File: src/rtl/riscv_pkg.sv
// Shared encodings for the multi-cycle RV32I controller: states, opcodes and mux/ALU codes.
package riscv_pkg;

  localparam int unsigned STATE_W = 4;

  typedef enum logic [STATE_W-1:0] {
    S_FETCH    = 4'd0,
    S_DECODE   = 4'd1,
    S_MEMADR   = 4'd2,
    S_MEMREAD  = 4'd3,
    S_MEMWB    = 4'd4,
    S_MEMWRITE = 4'd5,
    S_EXECUTER = 4'd6,
    S_EXECUTEI = 4'd7,
    S_ALUWB    = 4'd8,
    S_BEQ      = 4'd9,
    S_JAL      = 4'd10
  } state_t;

  localparam logic [6:0] OP_LW    = 7'b0000011;
  localparam logic [6:0] OP_SW    = 7'b0100011;
  localparam logic [6:0] OP_R     = 7'b0110011;
  localparam logic [6:0] OP_I     = 7'b0010011;
  localparam logic [6:0] OP_B     = 7'b1100011;
  localparam logic [6:0] OP_JAL   = 7'b1101111;
  localparam logic [6:0] OP_LUI   = 7'b0110111;
  localparam logic [6:0] OP_AUIPC = 7'b0010111;

  localparam logic [2:0] ALU_ADD = 3'b000;
  localparam logic [2:0] ALU_SUB = 3'b001;
  localparam logic [2:0] ALU_AND = 3'b010;
  localparam logic [2:0] ALU_OR  = 3'b011;
  localparam logic [2:0] ALU_SLT = 3'b101;

  localparam logic [2:0] IMM_I = 3'b000;
  localparam logic [2:0] IMM_S = 3'b001;
  localparam logic [2:0] IMM_B = 3'b010;
  localparam logic [2:0] IMM_J = 3'b011;
  localparam logic [2:0] IMM_U = 3'b100;

  localparam logic [1:0] ALUOP_ADD   = 2'b00;
  localparam logic [1:0] ALUOP_SUB   = 2'b01;
  localparam logic [1:0] ALUOP_FUNCT = 2'b10;

  localparam logic [1:0] RES_ALUOUT    = 2'b00;
  localparam logic [1:0] RES_DATA      = 2'b01;
  localparam logic [1:0] RES_ALURESULT = 2'b10;

  localparam logic [1:0] SRCA_PC    = 2'b00;
  localparam logic [1:0] SRCA_OLDPC = 2'b01;
  localparam logic [1:0] SRCA_RS1   = 2'b10;

  localparam logic [1:0] SRCB_RS2  = 2'b00;
  localparam logic [1:0] SRCB_IMM  = 2'b01;
  localparam logic [1:0] SRCB_FOUR = 2'b10;

endpackage

File: src/rtl/aludec.sv
// ALU decoder: maps ALUOp plus funct fields to an ALUControl code.
module aludec
  import riscv_pkg::*;
(
  input  logic       opb5,
  input  logic [2:0] funct3,
  input  logic       funct7b5,
  input  logic [1:0] alu_op,
  output logic [2:0] alu_control
);

  // Fixed add/sub for address and branch work, funct decode for ALU instructions
  always_comb begin
    alu_control = ALU_ADD;
    case (alu_op)
      ALUOP_ADD: alu_control = ALU_ADD;
      ALUOP_SUB: alu_control = ALU_SUB;
      ALUOP_FUNCT: begin
        case (funct3)
          3'b000:  alu_control = (opb5 & funct7b5) ? ALU_SUB : ALU_ADD;
          3'b010:  alu_control = ALU_SLT;
          3'b110:  alu_control = ALU_OR;
          3'b111:  alu_control = ALU_AND;
          default: alu_control = ALU_ADD;
        endcase
      end
      default: alu_control = ALU_ADD;
    endcase
  end

endmodule

File: src/rtl/controller_multi_cycle.sv
// Moore FSM sequencing the shared-memory multi-cycle RV32I datapath.
module controller_multi_cycle
  import riscv_pkg::*;
(
  input  logic       clk,
  input  logic       reset,
  input  logic [6:0] op,
  input  logic [2:0] funct3,
  input  logic       funct7b5,
  input  logic       Zero,
  output logic       PCWrite,
  output logic       AdrSrc,
  output logic       MemWrite,
  output logic       IRWrite,
  output logic [1:0] ResultSrc,
  output logic [1:0] ALUSrcA,
  output logic [1:0] ALUSrcB,
  output logic [2:0] ALUControl,
  output logic [2:0] ImmSrc,
  output logic       RegWrite,
  output logic       IllegalOp
);

  state_t     state;
  state_t     state_next;
  logic [1:0] alu_op;
  logic       op_ok;
  logic       taken;

  assign op_ok = (op == OP_LW) || (op == OP_SW) || (op == OP_R) ||
                 (op == OP_I)  || (op == OP_B)  || (op == OP_JAL);

  // Branch condition: beq on Zero, bne on !Zero, anything else never taken
  always_comb begin
    taken = 1'b0;
    case (funct3)
      3'b000:  taken = Zero;
      3'b001:  taken = ~Zero;
      default: taken = 1'b0;
    endcase
  end

  // State register with synchronous reset to FETCH
  always_ff @(posedge clk) begin
    if (reset) state <= S_FETCH;
    else       state <= state_next;
  end

  // Next-state logic
  always_comb begin
    state_next = S_FETCH;
    case (state)
      S_FETCH:  state_next = S_DECODE;
      S_DECODE: begin
        case (op)
          OP_LW, OP_SW: state_next = S_MEMADR;
          OP_R:         state_next = S_EXECUTER;
          OP_I:         state_next = S_EXECUTEI;
          OP_B:         state_next = S_BEQ;
          OP_JAL:       state_next = S_JAL;
          default:      state_next = S_FETCH;
        endcase
      end
      S_MEMADR:   state_next = (op == OP_LW) ? S_MEMREAD : S_MEMWRITE;
      S_MEMREAD:  state_next = S_MEMWB;
      S_MEMWB:    state_next = S_FETCH;
      S_MEMWRITE: state_next = S_FETCH;
      S_EXECUTER: state_next = S_ALUWB;
      S_EXECUTEI: state_next = S_ALUWB;
      S_ALUWB:    state_next = S_FETCH;
      S_BEQ:      state_next = S_FETCH;
      S_JAL:      state_next = S_ALUWB;
      default:    state_next = S_FETCH;
    endcase
  end

  // Per-state output decode; reset masks every write enable and the illegal flag
  always_comb begin
    PCWrite   = 1'b0;
    AdrSrc    = 1'b0;
    MemWrite  = 1'b0;
    IRWrite   = 1'b0;
    ResultSrc = RES_ALUOUT;
    ALUSrcA   = SRCA_PC;
    ALUSrcB   = SRCB_RS2;
    alu_op    = ALUOP_ADD;
    RegWrite  = 1'b0;
    IllegalOp = 1'b0;
    case (state)
      S_FETCH: begin
        IRWrite   = 1'b1;
        PCWrite   = 1'b1;
        ALUSrcB   = SRCB_FOUR;
        ResultSrc = RES_ALURESULT;
      end
      S_DECODE: begin
        ALUSrcA   = SRCA_OLDPC;
        ALUSrcB   = SRCB_IMM;
        IllegalOp = ~op_ok;
      end
      S_MEMADR: begin
        ALUSrcA = SRCA_RS1;
        ALUSrcB = SRCB_IMM;
      end
      S_MEMREAD: AdrSrc = 1'b1;
      S_MEMWB: begin
        ResultSrc = RES_DATA;
        RegWrite  = 1'b1;
      end
      S_MEMWRITE: begin
        AdrSrc   = 1'b1;
        MemWrite = 1'b1;
      end
      S_EXECUTER: begin
        ALUSrcA = SRCA_RS1;
        alu_op  = ALUOP_FUNCT;
      end
      S_EXECUTEI: begin
        ALUSrcA = SRCA_RS1;
        ALUSrcB = SRCB_IMM;
        alu_op  = ALUOP_FUNCT;
      end
      S_ALUWB: RegWrite = 1'b1;
      S_BEQ: begin
        ALUSrcA = SRCA_RS1;
        alu_op  = ALUOP_SUB;
        PCWrite = taken;
      end
      S_JAL: begin
        ALUSrcA = SRCA_OLDPC;
        ALUSrcB = SRCB_FOUR;
        PCWrite = 1'b1;
      end
      default: ;
    endcase
    if (reset) begin
      PCWrite   = 1'b0;
      IRWrite   = 1'b0;
      MemWrite  = 1'b0;
      RegWrite  = 1'b0;
      IllegalOp = 1'b0;
    end
  end

  // Immediate format selected purely by opcode
  always_comb begin
    ImmSrc = IMM_I;
    case (op)
      OP_SW:            ImmSrc = IMM_S;
      OP_B:             ImmSrc = IMM_B;
      OP_JAL:           ImmSrc = IMM_J;
      OP_LUI, OP_AUIPC: ImmSrc = IMM_U;
      default:          ImmSrc = IMM_I;
    endcase
  end

  aludec u_aludec (
    .opb5        (op[5]),
    .funct3      (funct3),
    .funct7b5    (funct7b5),
    .alu_op      (alu_op),
    .alu_control (ALUControl)
  );

endmodule

File: config.mk
export PLATFORM = sky130hd
export DESIGN_NAME = controller_multi_cycle
export DESIGN_NICKNAME = d
export VERILOG_FILES = /design/src/rtl/riscv_pkg.sv /design/src/rtl/aludec.sv /design/src/rtl/controller_multi_cycle.sv
export SDC_FILE = /design/constraint.sdc
export NUM_CORES = 1
export LEC_CHECK = 0
export CAP_MARGIN = 15
export CELL_PAD_IN_SITES_DETAIL_PLACEMENT = 0
export CELL_PAD_IN_SITES_GLOBAL_PLACEMENT = 1
export CORE_UTILIZATION = 23
export DETAILED_ROUTE_END_ITERATION = 8
export GPL_ROUTABILITY_DRIVEN = 0
export PLACE_DENSITY = 0.77
export SYNTH_ARGS = -nofsm -noshare
export SYNTH_HDL_FRONTEND = slang
export SYNTH_SLANG_ARGS = --single-unit
File: constraint.sdc
create_clock -name clk -period 1.35 [get_ports clk]
set_input_delay 0.2025 -clock clk [delete_from_list [all_inputs] [get_ports clk]]
set_output_delay 0.2025 -clock clk [all_outputs]
set_load 0.03 [all_outputs]
==> summary.md, run 1 <==
| Metric | Value |
|---|---|
| Worst Hold Margin | `0.4204 ns` |
| Period Utilization, post-route | `134.2%` |
| Layout area overhead | `180.9%` |
| Number of fill cells in the layout | `191` |
| Critical Path RT | `1.15 ns` |
| Root buffer cell | `clkbuf_4` |
| Via/cell ratio | `4.824` |
| Fraction of power consumed by the clock network | `24.9%` |
| Seq cells post-synth | `4` |
| Die Y | `53.53 um` |
| RSZ-0062 raised after global routing | `true` |
| Status | `complete, but fails checks` |
| Routed WL per cell | `14.03 um` |
| Max Cap Viol | `0` |
| Hpwl dp | `1.634 mm` |
| Final ANT Viol Nets | `0` |
| Worst-path cell chain | `nand2b_4 > or2_4 > inv_4 > ha_4 > nor2b_1 > o21ai_1 > a21oi_2 > buf_6` |
| Switching part of the total power | `34.94%` |
| Int Pwr | `391.8 uW` |
| Worst Skew | `0.0009156 ns` |
| Gr usage total | `21.12%` |
| Switching Power | `210.4 uW` |
| CP endpoint kind | `primary output` |
| Post-synthesis sequential area ratio | `13.11%` |
| Setup_tns | `-4.431 ns` |
| Max FFs per register | `4` |
| Final hold viol count | `0` |
| Post-Synthesis Cells | `81` |
| H-Tree Depth | `1` |
| CP max stage delay | `0.32 ns` |
| Worst setup margin | `-0.4619 ns` |
| Total Routed Length | `2.707 mm` |
| Dpl ws | `-0.3639 ns` |
| Sequential Power Share | `20.2%` |
| Nature of the critical path startpoint | `flip-flop` |
| Hold/Removal Path Class | `in -> reg` |
| Most frequent cells in the layout | `42 x buf_4, 21 x buf_6, 6 x clkdlybuf4s50_1` |
| Critical path fanouts, max | `3` |
| Vias in the first global route | `947` |
| Die X-Extent | `53.53 um` |
| CTS tree | `yes` |
| Antenna cells | `0` |
| Reg with most FFs | `state` |
| Worst-margin pin slew | `0.2827 ns` |
| Core area | `0.002500 sq mm` |
| Total power | `602.2 uW` |
| Largest regs | `state x4` |
| Failing checks | `setup timing` |
| Syn_area_per_cell | `7.538 sq um` |
| First-pass GRT wire length | `4.271 mm` |
| Clk_lat worst skew | `0.23 ns` |
| Core Rows | `18` |
| Comb pwr share | `54.8%` |
| CP max-delay cell | `dfxtp_2` |
| Pre-antenna DRT Iters | `4` |
| Crit path time final | `1.812 ns` |
| Max Fclk | `551.9 MHz` |
| CTS sink count | `4` |
| Layout net count | `181` |
| Largest net degree at the start of global routing | `11` |
| Share of layout cells above drive strength 1 | `73.01%` |
| Syn. warnings | `0` |
| Distinct cell type count after synthesis | `40` |
| Most common cell after layout, fill and taps aside | `buf_4` |
| Cell Area, Synth | `610.6 sq um` |
| Crit Path Class | `reg -> out` |
| Initial antenna violation count | `0` |
| Peak supply drop | `0.2612 mV` |
| Max-slew headroom | `80.98%` |
| Detailed Route Iter0 Violations | `16` |
| Initial Util | `24.42%` |
| GR Overflow Total | `0` |
| TritonCTS buffer count | `3` |
| Die area | `0.002865 sq mm` |
| Syn nets | `97` |
| Final setup fails | `16` |
| Leak Pwr | `0.0007428 uW` |
| Worst-path clk slew | `0.04 ns` |
| Pwr per Cell Area | `351.0 mW/mm^2` |
| Critical path arrival | `1.61 ns` |
| Number of remaining DRC errors | `0` |
| Vias after detailed routing | `931` |
| CTS Buffer Depth | `2` |
| Max Slew Vio Count | `0` |
| Non-filler cells, final | `193` |
| Io pins | `32` |
| I/O Buffers | `31` |
| Dpl cells | `168` |
-- power groups by stage --
stage                     Clock (uW)  Combinational, uW  Sequential (uW)
final                            150                330              122
after detailed placement           0                259              126
after CTS                        156                302              122
after floorplan                    0                116              129
after global routing             175                346              122
after global placement             0                255              126
-- cells in the mapped netlist, drive strengths merged --
library cell	number	area [sq um]
or2b	1	7.510
a41oi	1	8.760
o211a	1	10.01
and3	2	12.51
nand2	5	18.77
dfxtp	4	80.08
a21o	1	7.510
o2111ai	1	8.760
o221a	1	11.26
nand3b	1	7.510
inv	6	22.52
nor3	9	50.05
nand4bb	1	11.26
ha	2	25.02
buf	4	28.78
nor2b	3	18.77
and2b	1	7.510
xnor2	3	26.28
or3	1	11.26
xor2	2	17.52
a211oi	2	20.02
nor2	2	7.510
o21ai	3	15.01
nor4	8	62.56
a21oi	5	25.02
nand4b	1	8.760
and2	1	6.260
nor3b	3	27.52
nand2b	2	12.51
and3b	2	17.52
or2	1	6.260
o21ba	1	10.01
-- worst max-delay path: cells and delay by family (launching register included) --
| kind | cells | cell delay, ns |
|---|---|---|
| AOI/OAI and AO/OA | 2 | 0.21 |
| and+or+nand+nor | 3 | 0.53 |
| adders and majority gates | 1 | 0.12 |
| DFF | 1 | 0.32 |
| buffers and inverters | 2 | 0.20 |
-- metal layers --
| layer | GRT usage, % | routed length [um] | vias to the layer above |
|---|---|---|---|
| met5 | 0 | 0 | - |
| met4 | 9.211 | 0 | 0 |
| met3 | 3.448 | 99 | 0 |
| met2 | 39.38 | 1535 | 28 |
| met1 | 23.01 | 1072 | 440 |
| li1 | - | - | 463 |
-- kinds of logic after synthesis --
kind of cell,share of synthesized area (%)
AND/OR/NAND/NOR,48.16
flip-flops,13.12
XOR/XNOR,7.173
buffers and inverters,8.402
AO/OA/AOI/OAI,19.06
adder cells (fa/ha/maj),4.098
-- path summary, 6_finish.rpt --
kind / start / to / slack (ns) / cells past startpoint
setup reg to reg: state[3] / state[3] / -0.19 / 9
setup / recovery: state[3] / ALUControl[0] / -0.46 / 8
hold reg to reg: state[1] / state[0] / 0.73 / 4
hold / removal: op[4] / state[2] / 0.42 / 4
-- area by class of cell --
cell class	instances	area (sq um)	share of cell area (%)
Clock buffer	3	22.52	1.313
Sequential cell	4	90.09	5.252
Tap cell	30	37.54	2.188
Inverter	6	25.02	1.459
Multi-Input combinational cell	67	758.2	44.20
Timing Repair Buffer	83	782.0	45.59
-- metrics by stage --
| stage | area (sq um) | utilization, % |
|---|---|---|
| 2_1_floorplan | 738.2 | - |
| 3_3_place_gp | 1237 | 49.50 |
| 3_5_place_dp | 1237 | 49.50 |
| 4_1_cts | 1654 | 66.17 |
| 5_1_grt | 1715 | 68.62 |
| 6_report | 1715 | 68.62 |
-- what timing repair did --
item                       4_1_cts  5_1_grt
setup endpoints to repair       18       19
buffers inserted                18        5
resized for setup               62       26
hold buffers                     0        0
pin swaps                       21       19
cloned                           1        0
(Power assumes the default switching activity.)
==> run 2, diff against run 1 <==
--- a/config.mk
+++ b/config.mk
@@ -5,13 +5,15 @@
 export SDC_FILE = /design/constraint.sdc
 export NUM_CORES = 1
 export LEC_CHECK = 0
+export ABC_AREA = 1
 export CAP_MARGIN = 15
 export CELL_PAD_IN_SITES_DETAIL_PLACEMENT = 0
 export CELL_PAD_IN_SITES_GLOBAL_PLACEMENT = 1
-export CORE_UTILIZATION = 23
+export CORE_ASPECT_RATIO = 1.25
+export CORE_UTILIZATION = 20
 export DETAILED_ROUTE_END_ITERATION = 8
 export GPL_ROUTABILITY_DRIVEN = 0
-export PLACE_DENSITY = 0.77
+export PLACE_DENSITY = 0.78
 export SYNTH_ARGS = -nofsm -noshare
 export SYNTH_HDL_FRONTEND = slang
 export SYNTH_SLANG_ARGS = --single-unit
==> run 2 against run 1 <==
Compared with the run above:
- the run still ends with setup timing left
- maximum frequency increased by 2.6%
- global-route usage shrank 2.2 points
- non-clock buffer count decreased by 4
- largest cell class unchanged
==> summary.md, run 2 <==
| Metric | Value |
|---|---|
| Crit Path Class | `reg -> out` |
| Reg with most FFs | `state` |
| Initial Util | `21.41% (-3.0 points)` |
| Worst-path clk slew | `0.04 ns (about the same)` |
| Max FFs per register | `4 (unchanged)` |
| Yosys top cell by area | `nand2_1` |
| Total power | `594.4 uW (-1.3%)` |
| Cell with the most instances after synthesis | `nand2_1` |
| Vias in the first global route | `944 (-0.32%)` |
| Post-synth top area share | `16.98% (+3.9 points)` |
| Core Util, Final | `66.21% (-2.4 points)` |
| Worst setup margin | `-0.4167 ns (+0.04522 ns)` |
| Worst Skew | `0.0004406 ns (-0.0004750 ns)` |
| Number of remaining DRC errors | `0 (unchanged)` |
| First-pass GRT wire length | `3.788 mm (-11%)` |
| Critical path fanouts, max | `4 (+1)` |
| Layout net count | `200 (+10%)` |
| Max Slew Vio Count | `0 (unchanged)` |
| Nature of the critical path startpoint | `flip-flop` |
| H-Tree Depth | `1 (unchanged)` |
| CTS tree | `yes` |
| Pre-antenna DRT Iters | `3 (-1)` |
| Post-synth top cells | `24 x nand2_1, 18 x nor2_1, 17 x inv_1` |
| Core Rows | `20 (+2)` |
| Worst Hold Margin | `0.4878 ns (+0.06737 ns)` |
| Number of synthesized flops with an enable pin | `0 (unchanged)` |
| Ys async rst share | `0% (unchanged)` |
| Die area | `0.002864 sq mm (about the same)` |
| Final ANT Viol Nets | `0 (unchanged)` |
| Syn_area_per_cell | `5.305 sq um (-30%)` |
| Via/cell ratio | `4.405 (-8.7%)` |
| Die Y | `59.58 um (+11%)` |
| Dominant cells by area after synthesis | `nand2_1 17%, dfxtp_1 15%, nor2_1 13%` |
| Distinct cell type count after synthesis | `22 (-45%)` |
| Syn nets | `116 (+20%)` |
| Dpl cells | `196 (+17%)` |
| Die X-Extent | `48.07 um (-10%)` |
| I/O Buffers | `31 (unchanged)` |
| Peak supply drop | `0.2248 mV (-14%)` |
| Max-slew headroom | `83.51% (+2.5 points)` |
| Final setup fails | `18 (+2)` |
| Post-Synthesis Cells | `100 (+23%)` |
| Primary FF master, synth | `dfxtp_1` |
| Layout area overhead | `209.2%` |
| Largest net degree at the start of global routing | `7 (-4)` |
| Share of layout cells above drive strength 1 | `75.82% (+2.8 points)` |
| Hold/Removal Path Class | `in -> reg` |
| Leak Pwr | `0.0007760 uW (+4.5%)` |
| TritonCTS buffer count | `3 (unchanged)` |
| Crit path time final | `1.767 ns (-0.04522 ns)` |
| Max Cap Viol | `0 (unchanged)` |
| Clk_lat worst skew | `0.25 ns (+0.02 ns)` |
| CTS Buffer Depth | `2 (unchanged)` |
| Most frequent cells in the layout | `38 x buf_4, 28 x buf_6, 11 x inv_2, 11 x nand2_1, 10 x nor2_4` |
| Worst-margin pin slew | `0.2464 ns (-0.03635 ns)` |
| Initial antenna violation count | `0 (unchanged)` |
| Period Utilization, post-route | `130.9% (-3.3 points)` |
| Seq cells post-synth | `4 (unchanged)` |
| Critical Path RT | `1.15 ns (about the same)` |
| Setup_tns | `-5.214 ns (-0.7831 ns)` |
| Failing checks | `setup timing` |
| Core area | `0.002477 sq mm (-0.90%)` |
| Final hold viol count | `0 (unchanged)` |
| GR Overflow Total | `0 (unchanged)` |
| CTS sink count | `4 (unchanged)` |
| Total Routed Length | `2.490 mm (-8.0%)` |
| Root buffer cell | `clkbuf_4` |
| Pwr per Cell Area | `362.4 mW/mm^2 (+3.2%)` |
| Post-synthesis sequential area ratio | `15.09% (+2.0 points)` |
| Non-filler cells, final | `215 (+11%)` |
| Io pins | `32 (unchanged)` |
| Vias after detailed routing | `947 (+1.7%)` |
| Antenna cells | `0 (unchanged)` |
| Hpwl dp | `1.610 mm (-1.5%)` |
| Critical path arrival | `1.56 ns (-0.05 ns)` |
| Syn. warnings | `0 (unchanged)` |
| Max Fclk | `566.0 MHz (+2.6%)` |
| CP endpoint kind | `primary output` |
| Detailed Route Iter0 Violations | `16 (unchanged)` |
| Flop-to-flop setup slack | `-0.19 ns (about the same)` |
| Routed WL per cell | `11.58 um (-17%)` |
| RSZ-0062 raised after global routing | `true` |
| Cell Area, Synth | `530.5 sq um (-13%)` |
| Most common cell after layout, fill and taps aside | `buf_4` |
| Status | `complete, but fails checks` |
| Largest regs | `state x4` |
| Gr usage total | `18.90% (-2.2 points)` |
[run 2: cell types whose count changed in the layout (fill, tap and decap cells not counted), sizes merged, moves of 5 or more]
cell	before	now
nand2	5	24
nor2	2	21
inv	6	22
nand3	0	6
nor4	8	2
nor3	9	4
[run 2: critical path: stages, from the launching register on]
cell and delay, ns:
dfxtp_2 0.33, buf_4 0.13, buf_6 0.11, nor2_4 0.15, inv_4 0.09, nor3_4 0.21, inv_2 0.07, o311ai_4 0.06
buf_6 0.17
[run 2: where the power goes]
group          switching [uW]  internal (uW)  total, uW
Clock                    56.6           99.9        156
Combinational             162            154        316
Sequential               3.51            118        122
[run 2: final cells by class]
class,count,area [sq um]
flip-flops and latches,4,90.09
fillers,191,837.1
well taps,33,41.29
repair buffers,79,709.4
clock buffers,3,22.52
multi-input cells,74,676.9
inverters,22,100.1
[run 2: cells by family (layout without fill, tap and decap cells)]
logic type | count (synthesis) | in the layout | synth area share, %
buf+inv | 22 | 104 | 15.57
compound gates | 12 | 12 | 12.97
fa+ha+maj | 2 | 2 | 4.716
simple gates | 60 | 60 | 51.65
flops | 4 | 4 | 15.09
[run 2: repair_timing]
action / 4_1_cts / 5_1_grt
setup buffers: 12 / 8
gates resized for setup: 77 / 39
setup endpoints to repair: 19 / 19
pin swaps: 20 / 18
hold buffers: 0 / 0
[run 2: path summary, 6_finish.rpt]
check / from / end / depth (start not counted)
max: state[3] / ALUSrcB[0] / 8
max reg2reg: state[3] / state[2] / 10
min reg2reg: state[2] / state[3] / 4
min: op[4] / state[1] / 5
[run 2: layer usage]
layer / part of all wire (%) / track usage [%] / up-vias
met2: 58 / 34.56 / 29
met1: 33 / 19.27 / 425
li1: - / - / 483
met4: 4.2 / 7.937 / 0
met5: 0 / 0 / -
met3: 4.2 / 4.573 / 10
[run 2: metrics by stage]
stage | area [sq um] | setup slack, ns
2_1_floorplan | 611.8 | -0.1753
3_3_place_gp | 1159 | -0.2224
3_5_place_dp | 1159 | -0.2483
4_1_cts | 1506 | -0.4246
5_1_grt | 1640 | -0.4775
6_report | 1640 | -0.4167
